<file path="config.mk">
export PLATFORM = sky130hd
export DESIGN_NAME = regfile_write_arbiter
export DESIGN_NICKNAME = d
export VERILOG_FILES = /design/src/rtl/regfile_write_arbiter_pkg.sv /design/src/rtl/regfile_write_arbiter_reg_bank_en.sv /design/src/rtl/regfile_write_arbiter.sv
export SDC_FILE = /design/constraint.sdc
export NUM_CORES = 1
export LEC_CHECK = 0
export BUFFER_PORTS_ARGS = -buffer_cell sky130_fd_sc_hd__buf_2
export CORE_ASPECT_RATIO = 0.5
export CORE_MARGIN = 2
export CORE_UTILIZATION = 40
export CTS_CLUSTER_DIAMETER = 150
export CTS_CLUSTER_SIZE = 8
export DETAILED_ROUTE_END_ITERATION = 12
export HOLD_SLACK_MARGIN = 0.08
export PLACE_DENSITY = 0.68
export SYNTH_ARGS = -nofsm -noshare
export SYNTH_HDL_FRONTEND = slang
export SYNTH_SLANG_ARGS = --single-unit
</file>
<file path="constraint.sdc">
create_clock -name clk -period 2.4 [get_ports clk]
set_clock_uncertainty 0.1 [all_clocks]
set_input_delay 0.48 -clock clk [delete_from_list [all_inputs] [get_ports clk]]
set_output_delay 0.48 -clock clk [all_outputs]
set_load 0.01 [all_outputs]
</file>
<file path="src/rtl/regfile_write_arbiter_pkg.sv">
// Shared definitions for the register-bank write arbiter.
package regfile_write_arbiter_pkg;

  localparam int unsigned DEF_DATA_W   = 32;
  localparam int unsigned DEF_ADDR_W   = 3;
  localparam int unsigned DEF_MAX_HOLD = 4;

  typedef enum logic [1:0] {
    ST_IDLE = 2'b00,
    ST_OWN0 = 2'b01,
    ST_OWN1 = 2'b10
  } arb_state_e;

endpackage

</file>
<file path="src/rtl/regfile_write_arbiter_reg_bank_en.sv">
// Register bank with a single enabled write port, async clear and a
// combinational read mux (no write-to-read bypass).
module reg_bank_en
  import regfile_write_arbiter_pkg::*;
#(
  parameter int unsigned DATA_W = DEF_DATA_W,
  parameter int unsigned ADDR_W = DEF_ADDR_W
) (
  input  logic              clk_i,
  input  logic              rst_ni,
  input  logic              we_i,
  input  logic [ADDR_W-1:0] waddr_i,
  input  logic [DATA_W-1:0] wdata_i,
  input  logic [ADDR_W-1:0] raddr_i,
  output logic [DATA_W-1:0] rdata_o
);

  localparam int unsigned NUM_REGS = 1 << ADDR_W;

  logic [DATA_W-1:0] mem_q [NUM_REGS];

  // Storage: clear everything on reset, otherwise write one entry when enabled.
  always_ff @(posedge clk_i or negedge rst_ni) begin
    if (!rst_ni) begin
      for (int unsigned i = 0; i < NUM_REGS; i++) begin
        mem_q[i] <= '0;
      end
    end else if (we_i) begin
      mem_q[waddr_i] <= wdata_i;
    end
  end

  assign rdata_o = mem_q[raddr_i];

endmodule

</file>
<file path="src/rtl/regfile_write_arbiter.sv">
// Two-master write arbiter for a small register bank. A Moore FSM grants
// exclusive ownership, a hold counter bounds bursts under contention and a
// round-robin priority flag resolves simultaneous requests from IDLE.
module regfile_write_arbiter
  import regfile_write_arbiter_pkg::*;
#(
  parameter int unsigned DATA_W   = DEF_DATA_W,
  parameter int unsigned ADDR_W   = DEF_ADDR_W,
  parameter int unsigned MAX_HOLD = DEF_MAX_HOLD
) (
  input  logic              clk,
  input  logic              reset,
  input  logic              req0,
  input  logic [ADDR_W-1:0] addr0,
  input  logic [DATA_W-1:0] wdata0,
  input  logic              req1,
  input  logic [ADDR_W-1:0] addr1,
  input  logic [DATA_W-1:0] wdata1,
  output logic              gnt0,
  output logic              gnt1,
  input  logic [ADDR_W-1:0] raddr,
  output logic [DATA_W-1:0] rdata,
  output logic              busy
);

  localparam int unsigned       HOLD_W    = (MAX_HOLD > 1) ? $clog2(MAX_HOLD) : 1;
  localparam logic [HOLD_W-1:0] HOLD_LAST = HOLD_W'(MAX_HOLD - 1);

  arb_state_e        state_q, state_d;
  logic [HOLD_W-1:0] hold_q, hold_d;
  logic              prio_q, prio_d;

  logic              we;
  logic [ADDR_W-1:0] waddr;
  logic [DATA_W-1:0] wdata;

  // State, hold counter and priority registers.
  always_ff @(posedge clk or negedge reset) begin
    if (!reset) begin
      state_q <= ST_IDLE;
      hold_q  <= '0;
      prio_q  <= 1'b0;
    end else begin
      state_q <= state_d;
      hold_q  <= hold_d;
      prio_q  <= prio_d;
    end
  end

  // Next-state, burst bound and owner-selected write port.
  // prio always names the side that did not get the most recent grant,
  // so it is updated on entry to an OWN state and left alone on release.
  always_comb begin
    state_d = state_q;
    hold_d  = hold_q;
    prio_d  = prio_q;
    we      = 1'b0;
    waddr   = addr0;
    wdata   = wdata0;
    unique case (state_q)
      ST_IDLE: begin
        if (req0 && (!req1 || !prio_q)) begin
          state_d = ST_OWN0;
          hold_d  = '0;
          prio_d  = 1'b1;
        end else if (req1) begin
          state_d = ST_OWN1;
          hold_d  = '0;
          prio_d  = 1'b0;
        end
      end
      ST_OWN0: begin
        if (!req0) begin
          hold_d = '0;
          if (req1) begin
            state_d = ST_OWN1;
            prio_d  = 1'b0;
          end else begin
            state_d = ST_IDLE;
          end
        end else begin
          we = 1'b1;
          if (req1 && hold_q == HOLD_LAST) begin
            state_d = ST_OWN1;
            hold_d  = '0;
            prio_d  = 1'b0;
          end else if (hold_q != HOLD_LAST) begin
            hold_d = hold_q + 1'b1;
          end
        end
      end
      ST_OWN1: begin
        waddr = addr1;
        wdata = wdata1;
        if (!req1) begin
          hold_d = '0;
          if (req0) begin
            state_d = ST_OWN0;
            prio_d  = 1'b1;
          end else begin
            state_d = ST_IDLE;
          end
        end else begin
          we = 1'b1;
          if (req0 && hold_q == HOLD_LAST) begin
            state_d = ST_OWN0;
            hold_d  = '0;
            prio_d  = 1'b1;
          end else if (hold_q != HOLD_LAST) begin
            hold_d = hold_q + 1'b1;
          end
        end
      end
      default: begin
        state_d = ST_IDLE;
        hold_d  = '0;
      end
    endcase
  end

  assign gnt0 = (state_q == ST_OWN0);
  assign gnt1 = (state_q == ST_OWN1);
  assign busy = (state_q != ST_IDLE);

  reg_bank_en #(
    .DATA_W (DATA_W),
    .ADDR_W (ADDR_W)
  ) u_bank (
    .clk_i   (clk),
    .rst_ni  (reset),
    .we_i    (we),
    .waddr_i (waddr),
    .wdata_i (wdata),
    .raddr_i (raddr),
    .rdata_o (rdata)
  );

endmodule

</file>
==> flow_summary.yaml, run 1 <==
cells_and_area:
  drive_gt1_frac: 0.306
  layout_commonest_cell: "dfrtp_1"
  areaGrowthSynthToFinish_pct: 19.3
  most-common-layout-cells: "261 x dfrtp_1, 227 x nand2_1, 142 x o21ai_1"
  final_nets: 1247
  instances_no_fill: 1558
yosys:
  netlist-cell-type-count: 38
  ys_seq_elements: 261
  synth_nets: 1111
  syn_area_mm2: 0.0121
  yosysSeqAreaShare: 0.542
  yosys_warnings: 0
  synthFlopType: "dfrtp_1"
  synthArstFlopShare: 1.00
  avgSynthCellArea_um2: 11.7
  synth_edf_count: 0
  synthCells: 1030
critical_path:
  critPathKind: "input pin to primary output"
  critPathTopFamily: "multiplexers"
  cp_cell_sequence: "buf_6 > buf_12 > mux4_2 > mux2_2 > buf_2"
  cpPeakStageDelay_ps: 520
  start_kind: "input pin"
  required_ps: 1820
  path_max_fanout: 22
  crit_path_top_delay_cell: "mux4_2"
  worst-path-buf-inv: 3
  critPathArrivalTime_ps: 1800
  critPathCaptureType: "primary output"
floorplanning:
  dieArea_mm2: 0.0316
  core_area_mm2: 0.0293
  die_h_um: 127
  die_w_um: 250
  num_io_pins: 112
  initial_core_util: 0.411
  rows: 44
flow_run:
  drv_cap: 0
grt:
  grt_max_degree: 65
  antenna_found_initial: 1
  grt_pass1_wl_um: 46600
  track_usage: 0.185
  grt_overflow: 0
  grt_pass1_vias: 9036
cts:
  clockBufferDepth: 3
  cts_buffers: 38
  cts_root_buf: "clkbuf_16"
  clkSinkCount: 261
  clk_pin_slew_worst_paths_ps: 50
  cts_tree: "yes"
  clkLatencyLatePin_ps: 500
  htree_levels: 2
timing:
  tns_ps: 0
  hold_violations: 0
  fmax_mhz: 420
  fin_ws_ps: 19.5
  max-slew-margin-rel: 0.584
  setup_viol: 0
  maxSlewViolCount: 0
  fin_crit_ps: 2380
  grt_setup_unrepaired: "yes"
  period_share: 0.992
  tightest_slew_ps: 607
power_and_ir_drop:
  p_total_mw: 15.9
  powerDensity_mw_per_mm2: 1110
  leakagePower_nw: 6.53
  ir_drop_mv: 0.414
run_status:
  status: "completed"
placement:
  finalWeightedCongestion: 0.758
  place_ws_ps: -24.6
  dp_hpwl_um: 17700
  dp_cells: 1512
  portBuffers: 111
routing:
  via_count: 8362
  drc: 0
  wirelength_um: 28200
  drtAntennaViolNets: 0
  dr.pass1.iters: 5
  wire_per_inst_um: 18.1
  vias_per_cell: 5.37
  drt_iter0_markers: 546
min_path:
  hold_class: "input pin to register"
[final cells by class]
type | instances | area (um^2)
inverter | 4 | 15.0
clock buffer | 38 | 951
multi-input combinational | 690 | 5080
fill | 2525 | 15000
tap | 391 | 489
antenna | 1 | 2.50
clock inverter | 2 | 21.3
timing repair buffer | 171 | 1300
sequential | 261 | 6530
[final timing paths]
check / cells after the start / slack, ps / start / to
min: 3 / 270 / wdata1[24] / u_bank.mem_q[184]$_DFFE_PN0P_
max in group asynchronous: 3 / 1030 / reset / u_bank.mem_q[205]$_DFFE_PN0P_
max: 5 / 20 / raddr[0] / rdata[3]
max reg2reg: 8 / 170 / state_q[0]$_DFFE_PN0P_ / u_bank.mem_q[3]$_DFFE_PN0P_
min reg2reg: 2 / 370 / u_bank.mem_q[97]$_DFFE_PN0P_ / u_bank.mem_q[97]$_DFFE_PN0P_
min in group asynchronous: 2 / 410 / reset / u_bank.mem_q[200]$_DFFE_PN0P_
[synth_stat cells (2+ instances only)]
master | n | area, um^2
a21oi_1 | 38 | 190
and3b_1 | 3 | 26.3
buf_2 | 34 | 170
buf_4 | 4 | 30.0
buf_6 | 19 | 214
clkbuf_1 | 17 | 63.8
dfrtp_1 | 261 | 6530
ha_1 | 4 | 50.1
inv_1 | 4 | 15.0
mux2_2 | 35 | 394
mux2i_1 | 20 | 200
mux2i_2 | 12 | 165
mux4_2 | 64 | 1440
nand2_1 | 227 | 852
nand3_1 | 2 | 10.0
nor2_1 | 34 | 128
nor3b_2 | 2 | 25.0
o2111ai_4 | 7 | 184
o21ai_0 | 65 | 325
o21ai_1 | 142 | 711
o21ai_2 | 19 | 166
[what timing repair did]
item / 4_1_cts / 5_1_grt
hold buffers: 1 / 0
endpoints found under the setup margin: 17 / 146
resized for setup: 3 / 9
setup buffers: 0 / 4
hold endpoints to repair: 57 / 0
[where the power goes]
part,leakage (nW),total [mW],switching (mW),internal (mW)
sequential,3.42,6.63,0.773,5.86
clock,0.479,4.53,1.76,2.77
combinational,2.64,4.77,2.47,2.30
[logic make-up after synthesis]
| kind of cell | synth area share |
|---|---|
| AOI/OAI and AO/OA | 0.136 |
| adders and majority gates | 0.00415 |
| buffers and inverters | 0.0412 |
| DFF | 0.542 |
| muxes | 0.186 |
| and+or+nand+nor | 0.0913 |
[state kept, by name, indices dropped and copies added, names as in the netlist]
register / cells
prio_q: 1
state_q: 2
u_bank.mem_q: 256
hold_q: 2
[through the flow]
step | hold WS (ps) | area, um^2 | util
floorplan | 84.4 | 12100 | -
global placement | 356 | 13300 | 0.454
detailed placement | 366 | 13300 | 0.454
CTS | 250 | 14300 | 0.488
global route | 281 | 14400 | 0.490
finish | 273 | 14400 | 0.490
[layer usage]
metal  part of all wire  track usage  wire, um  vias to the layer above
li1                   -            -         -                     3934
met1               0.43        0.235     12200                     4209
met2               0.51        0.325     14300                      174
met3              0.045       0.0312      1260                       45
met4              0.017       0.0638       478                        0
met5                  0            0         0                        -
[worst min-delay path: stages]
cell and delay [ps]:
buf_2 80, mux2i_2 130, o21ai_1 140
Power figures use the tool's default switching activity.
==> run 2, diff against run 1 <==
--- a/config.mk
+++ b/config.mk
@@ -6,6 +6,8 @@
 export NUM_CORES = 1
 export LEC_CHECK = 0
 export BUFFER_PORTS_ARGS = -buffer_cell sky130_fd_sc_hd__buf_2
+export CELL_PAD_IN_SITES_DETAIL_PLACEMENT = 1
+export CELL_PAD_IN_SITES_GLOBAL_PLACEMENT = 1
 export CORE_ASPECT_RATIO = 0.5
 export CORE_MARGIN = 2
 export CORE_UTILIZATION = 40
@@ -13,7 +15,7 @@
 export CTS_CLUSTER_SIZE = 8
 export DETAILED_ROUTE_END_ITERATION = 12
 export HOLD_SLACK_MARGIN = 0.08
-export PLACE_DENSITY = 0.68
+export PLACE_DENSITY = 0.79
 export SYNTH_ARGS = -nofsm -noshare
 export SYNTH_HDL_FRONTEND = slang
 export SYNTH_SLANG_ARGS = --single-unit
==> flow_summary.yaml, run 2 (synthesis gave the netlist of run 1 again) <==
cells_and_area:
  most-common-layout-cells: "261 x dfrtp_1, 227 x nand2_1, 142 x o21ai_1"
  areaGrowthSynthToFinish_pct: 22.4
  regMostFlops: "u_bank.mem_q"
  drive_gt1_frac: 0.316
  n_fill_cell: 3067
  final_util: 0.503
  final_nets: 1265
  largest_reg_flops: 256
  n_antenna_cell: 0
  instances_no_fill: 1576
  reg.largest.list: "u_bank.mem_q x256, hold_q x2, state_q x2"
  final_area_mm2: 0.0148
  layout_commonest_cell: "dfrtp_1"
critical_path:
  required_ps: 1820
  critPathCaptureType: "primary output"
  start_kind: "register"
  critPathKind: "register to primary output"
  path_max_fanout: 2
  critPathArrivalTime_ps: 1870
cts:
  htree_levels: 2
  clkSinkCount: 261
  cts_root_buf: "clkbuf_16"
  cts_tree: "yes"
  clk_pin_slew_worst_paths_ps: 50
  clkLatencyLatePin_ps: 510
  cts_buffers: 38
  clockBufferDepth: 3
placement:
  dpl_cell_area_mm2: 0.0132
  finalWeightedCongestion: 0.778
  dp_hpwl_um: 19400
  place_ws_ps: -52.3
  portBuffers: 111
  dp_cells: 1505
grt:
  grt_max_degree: 65
  grt_overflow: 0
  grt_pass1_wl_um: 55700
  track_usage: 0.224
  grt_pass1_vias: 9983
  antenna_found_initial: 0
timing:
  tightest_slew_ps: 744
  grt_setup_unrepaired: "yes"
  tns_ps: -114
  hold_violations: 0
  period_share: 1.02
  fmax_mhz: 408
  setup_viol: 7
  fin_crit_ps: 2450
  whs_ps: 255
  max-slew-margin-rel: 0.490
  fin_ws_ps: -49.0
  maxSlewViolCount: 0
run_status:
  violations: "setup timing"
  status: "finished with violations"
routing:
  via_count: 9146
  drc: 0
  drtAntennaViolNets: 0
  dr.pass1.iters: 5
  wirelength_um: 36600
  wire_per_inst_um: 23.2
  drt_iter0_markers: 693
  vias_per_cell: 5.80
power_and_ir_drop:
  leakagePower_nw: 6.74
  ir_drop_mv: 0.427
  powerDensity_mw_per_mm2: 1150
  p_total_mw: 16.9
floorplanning:
  dieArea_mm2: 0.0316
  die_h_um: 127
  rows: 44
  core_area_mm2: 0.0293
  die_w_um: 250
  initial_core_util: 0.411
  num_io_pins: 112
min_path:
  hold_class: "input pin to register"
flow_run:
  drv_cap: 0
[run 2: final timing paths]
| kind | start | endpoint | slack, ps | depth (start not counted) |
|---|---|---|---|---|
| max in group asynchronous | reset | u_bank.mem_q[9]$_DFFE_PN0P_ | 1040 | 3 |
| max reg2reg | state_q[0]$_DFFE_PN0P_ | u_bank.mem_q[153]$_DFFE_PN0P_ | 90 | 8 |
| min | wdata0[17] | u_bank.mem_q[177]$_DFFE_PN0P_ | 260 | 3 |
| max | u_bank.mem_q[97]$_DFFE_PN0P_ | rdata[1] | -50 | 3 |
| min reg2reg | u_bank.mem_q[121]$_DFFE_PN0P_ | u_bank.mem_q[121]$_DFFE_PN0P_ | 380 | 2 |
| min in group asynchronous | reset | u_bank.mem_q[202]$_DFFE_PN0P_ | 400 | 2 |
[run 2: layout make-up]
| cell class | instances | area [um^2] | share of cell area |
|---|---|---|---|
| flip-flops and latches | 261 | 6530 | 0.442 |
| multi-input cells | 690 | 5120 | 0.347 |
| repair buffers | 189 | 1620 | 0.109 |
| clock buffers | 39 | 976 | 0.0661 |
| well taps | 391 | 489 | 0.0331 |
| inverters | 4 | 15.0 | 0.00102 |
| clock inverters | 2 | 13.8 | 0.000932 |
[run 2: per-layer routing]
layer  up-vias  wire [um]  track usage
met4         0       1100       0.0836
met2       273      19000        0.396
met5         -          0            0
li1       3953          -            -
met3        85       1530       0.0320
met1      4835      15000        0.284
[run 2: what timing repair did]
item                                   CTS  global route
hold buffers                             1             0
cloned                                   2             3
endpoints found under the hold margin   55             0
buffers inserted                         3            21
setup endpoints to repair               24            57
resized for setup                       15            32
[run 2: power breakdown]
part	internal, mW	total (mW)	switching (mW)
Sequential	5.86	6.79	0.921
Combinational	2.57	5.41	2.85
Clock	2.85	4.73	1.89
Total	11.3	16.9	5.65
[run 2: worst max-delay path, cell delays in order, from the launching register on]
cell and delay [ps]:
dfrtp_1 400, mux4_2 510, mux2_2 310, buf_6 130
